## src/rtl/pipe_stage_buf.sv

```systemverilog
// pipe_stage_buf: generic pipeline stage buffer with valid/ready handshake,
// optional two-entry skid buffering, synchronous flush-to-bubble, a
// memory-request sideband that self-clears on a hit, and a saturating
// stall counter.
module pipe_stage_buf #(
  parameter int                 DATA_W = 128,
  parameter int                 REQ_W  = 2,
  parameter logic [DATA_W-1:0]  BUBBLE = {DATA_W{1'b0}},
  parameter int                 SKID   = 1,
  parameter int                 CNT_W  = 16
) (
  input  logic              CLK,
  input  logic              nRST,
  input  logic              in_valid,
  output logic              in_ready,
  input  logic [DATA_W-1:0] in_data,
  input  logic [REQ_W-1:0]  in_req,
  output logic              out_valid,
  input  logic              out_ready,
  output logic [DATA_W-1:0] out_data,
  output logic [REQ_W-1:0]  out_req,
  input  logic              mem_hit,
  input  logic              flush,
  output logic [CNT_W-1:0]  stall_cnt,
  input  logic              clr_cnt
);

  localparam logic [REQ_W-1:0] REQ_NONE = {REQ_W{1'b0}};
  localparam logic [CNT_W-1:0] CNT_ZERO = {CNT_W{1'b0}};
  localparam logic [CNT_W-1:0] CNT_ONE  = {{(CNT_W-1){1'b0}}, 1'b1};

  // Head entry (visible downstream) and skid entry (only used when SKID != 0).
  logic              r_head_valid;
  logic [DATA_W-1:0] r_head_data;
  logic [REQ_W-1:0]  r_head_req;
  logic              r_skid_valid;
  logic [DATA_W-1:0] r_skid_data;
  logic [REQ_W-1:0]  r_skid_req;
  logic [CNT_W-1:0]  r_stall_cnt;

  logic              w_head_valid_nx;
  logic [DATA_W-1:0] w_head_data_nx;
  logic [REQ_W-1:0]  w_head_req_nx;
  logic              w_skid_valid_nx;
  logic [DATA_W-1:0] w_skid_data_nx;
  logic [REQ_W-1:0]  w_skid_req_nx;
  logic              w_in_ready;
  logic              w_accept;
  logic              w_pop;
  logic              w_hit_clr;
  logic              w_stall;

  // With a skid entry in_ready comes straight from a register; without one
  // the stage may accept whenever the head is empty or leaving.
  assign w_in_ready = (SKID != 0) ? !r_skid_valid : (!r_head_valid || out_ready);
  assign w_accept   = in_valid && w_in_ready;
  assign w_pop      = r_head_valid && out_ready;
  assign w_hit_clr  = mem_hit && r_head_valid;
  assign w_stall    = r_head_valid && !out_ready;

  assign in_ready  = w_in_ready;
  assign out_valid = r_head_valid;
  assign out_data  = r_head_data;
  assign out_req   = r_head_req;
  assign stall_cnt = r_stall_cnt;

  // Next-state selection for head and skid entries; flush dominates, then a
  // skid-to-head transfer, then loading the head, then loading the skid.
  always_comb begin
    w_head_valid_nx = r_head_valid;
    w_head_data_nx  = r_head_data;
    w_head_req_nx   = r_head_req;
    w_skid_valid_nx = r_skid_valid;
    w_skid_data_nx  = r_skid_data;
    w_skid_req_nx   = r_skid_req;
    if (flush) begin
      w_head_valid_nx = 1'b0;
      w_head_data_nx  = BUBBLE;
      w_head_req_nx   = REQ_NONE;
      w_skid_valid_nx = 1'b0;
      w_skid_data_nx  = BUBBLE;
      w_skid_req_nx   = REQ_NONE;
    end else if ((SKID != 0) && w_pop && r_skid_valid) begin
      // in_ready is low here, so no input competes for the head
      w_head_valid_nx = 1'b1;
      w_head_data_nx  = r_skid_data;
      w_head_req_nx   = r_skid_req;
      w_skid_valid_nx = 1'b0;
      w_skid_req_nx   = REQ_NONE;
    end else if (w_accept && (!r_head_valid || w_pop)) begin
      // a replacement wins over a concurrent hit on the old head
      w_head_valid_nx = 1'b1;
      w_head_data_nx  = in_data;
      w_head_req_nx   = in_req;
    end else if (w_accept) begin
      // head full and held: park the input behind it
      w_skid_valid_nx = 1'b1;
      w_skid_data_nx  = in_data;
      w_skid_req_nx   = in_req;
      if (w_hit_clr) begin
        w_head_req_nx = REQ_NONE;
      end else begin
        w_head_req_nx = r_head_req;
      end
    end else if (w_pop) begin
      w_head_valid_nx = 1'b0;
      w_head_req_nx   = REQ_NONE;
    end else if (w_hit_clr) begin
      w_head_req_nx = REQ_NONE;
    end else begin
      w_head_valid_nx = r_head_valid;
    end
  end

  // Entry registers; reset drops everything back to the bubble.
  always_ff @(posedge CLK or negedge nRST) begin
    if (!nRST) begin
      r_head_valid <= 1'b0;
      r_head_data  <= BUBBLE;
      r_head_req   <= REQ_NONE;
      r_skid_valid <= 1'b0;
      r_skid_data  <= BUBBLE;
      r_skid_req   <= REQ_NONE;
    end else begin
      r_head_valid <= w_head_valid_nx;
      r_head_data  <= w_head_data_nx;
      r_head_req   <= w_head_req_nx;
      r_skid_valid <= w_skid_valid_nx;
      r_skid_data  <= w_skid_data_nx;
      r_skid_req   <= w_skid_req_nx;
    end
  end

  // Saturating stall counter; clear beats increment, flush leaves it alone.
  always_ff @(posedge CLK or negedge nRST) begin
    if (!nRST) begin
      r_stall_cnt <= CNT_ZERO;
    end else if (clr_cnt) begin
      r_stall_cnt <= CNT_ZERO;
    end else if (w_stall && !(&r_stall_cnt)) begin
      r_stall_cnt <= r_stall_cnt + CNT_ONE;
    end else begin
      r_stall_cnt <= r_stall_cnt;
    end
  end

endmodule

```

## config.mk

```make
export PLATFORM = sky130hd
export DESIGN_NAME = pipe_stage_buf
export DESIGN_NICKNAME = d
export VERILOG_FILES = /design/src/rtl/pipe_stage_buf.sv
export SDC_FILE = /design/constraint.sdc
export NUM_CORES = 1
export LEC_CHECK = 0
export CAP_MARGIN = 20
export CORE_ASPECT_RATIO = 0.8
export CORE_MARGIN = 3
export CORE_UTILIZATION = 50
export DETAILED_ROUTE_END_ITERATION = 8
export PLACE_DENSITY = 0.8
export SYNTH_ARGS = -nofsm -noshare
export SYNTH_HDL_FRONTEND = slang
export SYNTH_SLANG_ARGS = --single-unit
```

## constraint.sdc

```tcl
create_clock -name CLK -period 5.3 [get_ports CLK]
set_input_delay 0.53 -clock CLK [delete_from_list [all_inputs] [get_ports CLK]]
set_output_delay 0.53 -clock CLK [all_outputs]
set_load 0.1 [all_outputs]
```

==> flow_summary_export.csv, run 1 <==
group,metric,value,unit
global_route,number_of_global_route_vias_before_repair,10000,
timing,final_hold_viol_count,8,
worst_setup_path,critPathBufInv,2,
timing,clock_skew_after_layout,10.3,ps
worst_setup_path,worst_ep_required_time,5670,ps
placement,detailedPlacementHpwl,20700,µm
finish,multi_input_comb_area,4890,µm²
placement,buffer_ports.inserted,284,
logic_synthesis,synth_compound_area_share,20.1,%
logic_synthesis,syn-instance-count,1258,
cts,cts-hold-fix-buffers,0,
drt,antenna_violating_nets_post_route,0,
finish,antenna-diode-count,0,
worst_hold_path,worstHoldPathType,"primary input to asynchronous set/reset pin",
timing,setup_tns,0,ps
drt,drt-wirelength-per-cell,18.0,µm
logic_synthesis,post_synth_and_or_nand_nor_area_fraction,18.8,%
timing,whs,-32.8,ps
run_status,failed_checks,"hold timing",
placement,postPlaceCellArea,15200,µm²
logic_synthesis,syn_area,12300,µm²
logic_synthesis,async_set_or_reset_flop_fraction_in_the_synthesized_netlist,100,%
timing,worst_slew_pin_slew,1080,ps
worst_setup_path,setup.worst_path.end_class,"flop",
worst_setup_path,max_stage_delay,830,ps
logic_synthesis,synth_seq_cells,278,
placement,dpl_worst_slack,1630,ps
drt,detailedRoute.firstPassIterationCount,5,
global_route,grt_first_pass_wirelength,53200,µm
logic_synthesis,ys_warn_count,0,
power_and_ir_drop,power,5.59,mW
logic_synthesis,synth_top_cells_by_count,"dfrtp_1 (278), nand2_1 (271), o21ai_0 (241)",
worst_setup_path,critical_path_class,"primary input to flop",
finish,final_layout_size_suffix_gt1_share,4.68,%
drt,route.detailed.vias_per_inst,5.63,
worst_setup_path,cpMaxStageDelayCell,"nor2b_1",
cts,cts_buffers,28,
timing,timing.final.ws_setup,2190,ps
cts,clock_sink_count,278,
global_route,grt_antenna_before_repair,2,
timing,max-slew-margin-rel,28.1,%
floorplanning,boundaryPins,285,
logic_synthesis,nets_in_the_synthesized_netlist,1396,
logic_synthesis,most_common_cell_in_the_netlist,"dfrtp_1",
job,max_cap_violations,0,
floorplanning,die_h,146,µm
logic_synthesis,netlist-cell-type-count,50,
logic_synthesis,area_share_of_fa_ha_maj_cells_after_synthesis,0.102,%
timing,finalSetupViolations,0,
logic_synthesis,yosys-top-cells-area,"dfrtp_1 (57%), o21ai_0 (9.8%), nand2_1 (8.3%), a21boi_0 (7.8%), nand3b_1 (7.8%)",
cts,htree_levels,1,
global_route,largest_net_degree_at_the_start_of_global_routing,206,
finish,post-route-cell-area,16200,µm²
placement,gp_congestion,0.815,
timing,final-max-slew-violation-count,0,
logic_synthesis,synth.mux.area_fraction,0.448,%
logic_synthesis,post_synth.cell_area_avg,9.76,µm²
finish,area_delta_synth_final,31.7,%
finish,finalNetCount,1619,
cts,cts_root_buf,"clkbuf_16",
logic_synthesis,synth_xor_xnor_area_share,0,%
finish,area.sequential,6960,µm²
cts,cts_buffer_depth,3,
worst_setup_path,worst-path-max-fanout,144,
floorplanning,start_util,51.7,%
drt,vias_after_detailed_routing,10200,
power_and_ir_drop,total_leakage_power,6.83,nW
drt,post-route-drc-count,0,
floorplanning,fp.coreArea,23800,µm²
cts,clock_pin_slew_worst_setup_and_hold_paths,60,ps
run_status,run_status,"complete, but fails checks",
timing,minimum_clock_period_after_layout,3110,ps
logic_synthesis,yosys.area.top_type,"dfrtp_1",
global_route,grt_remaining_overflow,0,
timing,grt_setup_unrepaired,"false",
finish,final.fill_count,1809,
timing,period_share,58.6,%
logic_synthesis,synthDominantCellAreaShare,56.6,%
worst_setup_path,critical_path_cell_list,"clkdlybuf4s50_1, nor2b_1, nand2_8, buf_4, nand3b_1, o21ai_0",
global_route,global_route.usage.total,23.9,%
logic_synthesis,ys_dominant_reg_cell,"dfrtp_1",
floorplanning,die_area,26500,µm²
worst_setup_path,cp_data_arrival_time,3480,ps
cts,cts_tree,"yes",
cts,cts_resized,0,
power_and_ir_drop,max-vdd-ir-drop,256,µV
floorplanning,placementRows,50,
logic_synthesis,synth_sequential_area_ratio,56.6,%
logic_synthesis,synth_enable_flop_cells,0,
worst_setup_path,startpoint_type,"primary input",
power_and_ir_drop,power_per_cell_area,345,nW/µm²
floorplanning,die-width,181,µm
cts,skew_pair_late_insertion_delay,530,ps
timing,max_clock_freq,322,MHz
cts,cts_post_setup_buffers_inserted,0,
drt,route.final.wire_length,32500,µm
drt,drt_first_iter_violations,749,
worst_setup_path,cpLargestDelayFamily,"simple AND/OR/NAND/NOR gates",
logic_synthesis,synth_top_family_by_area,"compound AO/OA/AOI/OAI gates",
[final timing paths]
check,from,endpoint,slack [ps],depth (start not counted)
hold / removal,nRST,out_data[118],-30,1
max in group asynchronous,nRST,r_skid_data[48],4100,2
setup / recovery,out_ready,r_skid_data[126],2190,6
min in group CLK,flush,out_valid,280,2
setup reg to reg,out_valid,r_skid_data[126],2210,5
hold reg to reg,out_data[90],out_data[90],480,2
[metrics by stage]
step                      hold slack (ps)  utilization (%)  cells
after global routing                 55.6             68.1   1809
after CTS                            43.4             68.0   1808
after floorplan                       234                -   1258
after global placement                460             64.0   1762
final                               -32.8             68.1   1809
after detailed placement              469             64.0   1762
[worst reg2reg max path: stages (launching register included)]
cell and delay [ps]:
dfrtp_1 530, nor2b_1 840, nand2_8 660, buf_4 600, nand3b_1 190, o21ai_0 110
[kinds of logic after synthesis]
group                    after synthesis
AO/OA/AOI/OAI                        420
adder cells (fa/ha/maj)                1
buffers and inverters                107
flip-flops                           278
multiplexers                           5
AND/OR/NAND/NOR                      447
[where the power goes]
group	switching [mW]	internal, mW
logic	0.936	0.326
clock network	0.795	1.22
registers	0.0755	2.23
[cell usage in the layout, fill, tap and decap left out, drive strengths merged, types with 5 or more instances in the layout]
master | netlist | final
nor2 | 10 | 10
nand4 | 5 | 5
nor2b | 5 | 5
clkbuf | 56 | 43
nand2 | 272 | 272
nand3 | 5 | 5
dfrtp | 278 | 278
clkdlybuf4s50 | 0 | 282
nand3b | 127 | 127
inv | 5 | 5
a21oi | 17 | 17
o21ai | 261 | 261
buf | 46 | 13
a21boi | 127 | 127
[per-layer routing]
metal	global-route usage (%)	up-vias	share of wire [%]
met5	0	-	0.083
met4	3.54	4	1.2
met3	5.03	35	7.7
met2	37.4	361	46
met1	35.7	4988	45
li1	-	4790	-
[sequential cells by signal (all words and copies together), names as in the netlist]
| register | count |
|---|---|
| out_req | 2 |
| out_valid | 1 |
| out_data | 128 |
| r_skid_data | 128 |
| r_skid_valid | 1 |
| stall_cnt | 16 |
| r_skid_req | 2 |
[area by class of cell]
type	count	share of cell area, %
clock inverter	3	0.402
clock buffer	43	5.43
tap	312	2.41
inverter	5	0.116
timing repair buffer	295	18.4
sequential	278	43.0
multi-input combinational	873	30.2
No activity file was read; power rests on OpenSTA's default activity.
==> inputs of run 2 (changes only) <==
- CORE_UTILIZATION: 50 -> 46
- PLACE_DENSITY: 0.8 -> 0.77
- clock period: 5.3 -> 2.8 ns (I/O delays scaled with it)
==> flow_summary_export.csv, run 2 (synthesis gave the netlist of run 1 again) <==
group,metric,value,unit
global_route,grt_remaining_overflow,0,
finish,antenna-diode-count,0,
timing,max-slew-margin-rel,59.0,%
global_route,largest_net_degree_at_the_start_of_global_routing,112,
worst_setup_path,critical_path_class,"flop to flop",
finish,area_delta_synth_final,31.3,%
floorplanning,placementRows,52,
placement,buffer_ports.inserted,284,
timing,clock_skew_after_layout,8.58,ps
global_route,grt_antenna_before_repair,3,
floorplanning,die_h,152,µm
drt,drt_first_iter_violations,743,
placement,detailedPlacementHpwl,21300,µm
worst_setup_path,startpoint_type,"flop",
global_route,global_route.usage.total,22.2,%
timing,final_hold_viol_count,0,
placement,postPlaceCellArea,15100,µm²
global_route,grt_first_pass_wirelength,53300,µm
job,max_cap_violations,0,
cts,cts_buffers,28,
timing,worst_slew_pin_slew,613,ps
timing,final-max-slew-violation-count,0,
cts,clock_pin_slew_worst_setup_and_hold_paths,60,ps
worst_setup_path,r2r_slack,660,ps
placement,gp_congestion,0.844,
timing,grt_setup_unrepaired,"false",
worst_setup_path,cp_data_arrival_time,2530,ps
floorplanning,die-width,189,µm
drt,drt-wirelength-per-cell,17.6,µm
finish,post_layout_nonfiller_instances,1863,
worst_setup_path,setup.worst_path.end_class,"flop",
timing,max_clock_freq,467,MHz
timing,period_share,76.5,%
finish,mostFrequentLayoutCells,"dfrtp_1 (278), nand2_1 (271), o21ai_0 (241)",
finish,post-route-cell-area,16100,µm²
drt,post-route-drc-count,0,
finish,mostFrequentLayoutCell,"dfrtp_1",
global_route,number_of_global_route_vias_before_repair,9968,
finish,finalNetCount,1628,
finish,final.fill_count,2156,
timing,whs,184,ps
drt,antenna_violating_nets_post_route,0,
cts,skew_pair_late_insertion_delay,530,ps
drt,detailedRoute.firstPassIterationCount,5,
floorplanning,fp.coreArea,25800,µm²
worst_setup_path,worst-path-max-fanout,80,
placement,placedCellCount,1810,
floorplanning,boundaryPins,285,
run_status,run_status,"complete, no violations",
timing,finalSetupViolations,0,
floorplanning,start_util,47.7,%
cts,htree_levels,1,
worst_setup_path,worst_ep_required_time,3190,ps
cts,cts_root_buf,"clkbuf_16",
power_and_ir_drop,max-vdd-ir-drop,448,µV
worst_hold_path,worstHoldPathType,"primary input to flop",
cts,cts_buffer_depth,3,
power_and_ir_drop,power_per_cell_area,671,nW/µm²
cts,cts_resized,0,
drt,vias_after_detailed_routing,9986,
drt,route.final.wire_length,32800,µm
floorplanning,die_area,28700,µm²
cts,clock_sink_count,278,
power_and_ir_drop,total_leakage_power,7.17,nW
drt,route.detailed.vias_per_inst,5.36,
timing,minimum_clock_period_after_layout,2140,ps
timing,setup_tns,0,ps
cts,cts_tree,"yes",
finish,final_layout_size_suffix_gt1_share,15.5,%
-- run 2: cell count changes in the layout (fill, tap and decap cells not counted) --
cell | previous run | this run
buf_12 | 4 | 14
buf_4 | 8 | 154
bufinv_16 | 2 | 5
clkbuf_1 | 4 | 2
clkbuf_8 | 10 | 4
clkdlybuf4s50_1 | 282 | 134
clkinv_2 | 1 | 4
clkinv_4 | 0 | 2
clkinvlp_4 | 0 | 6
dlygate4sd3_1 | 0 | 1
-- run 2: power by group --
part	switching, mW	leakage [nW]	total, mW	internal, mW
combinational	1.78	2.95	2.37	0.581
sequential	0.136	3.74	4.36	4.23
clock	1.63	0.484	4.09	2.47
-- run 2: path summary, 6_finish.rpt --
path / startpoint / endpoint / depth (start not counted)
worst min-delay path: flush / out_valid / 2
worst max-delay path: out_valid / r_skid_data[86] / 6
worst min register to register: out_data[110] / out_data[110] / 2
worst max register to register: out_valid / r_skid_data[86] / 6
min in group asynchronous: nRST / out_data[19] / 2
max in group asynchronous: nRST / r_skid_data[100] / 3
-- run 2: critical path, cell delays in order (launching register included) --
cell	delay, ps
dfrtp_1	540
nor2b_1	470
buf_4	260
nand2_8	200
buf_12	290
nand3b_1	120
o21ai_0	90
-- run 2: area by class of cell --
cell class	count	area, µm²	share of cell area, %
inverter	5	18.8	0.116
clock buffer	35	788	4.89
timing repair buffer	304	2800	17.4
sequential	278	6960	43.1
multi-input combinational	873	4890	30.3
tap	351	439	2.72
clock inverter	17	233	1.44
-- run 2: timing repair --
action | 4_1_cts | 5_1_grt
hold buffers | 1 | 0
endpoints found under the hold margin | 62 | 0
setup endpoints to repair | 0 | 0
setup buffers | 0 | 0
-- run 2: layer usage --
metal	track usage (%)	wire [µm]	vias up	part of all wire (%)
met1	32.1	14800	4840	45
met5	0	38	-	0.12
met3	6.99	2860	45	8.7
met4	3.97	543	6	1.7
li1	-	-	4807	-
met2	33.6	14500	288	44
-- run 2: metrics by stage --
stage	setup WS, ps	power, mW	util [%]
6_report	658	10.8	62.6
4_1_cts	674	10.9	62.6
5_1_grt	504	11.2	62.6
3_3_place_gp	533	6.79	58.6
2_1_floorplan	335	6.04	-
3_5_place_dp	404	6.81	58.6
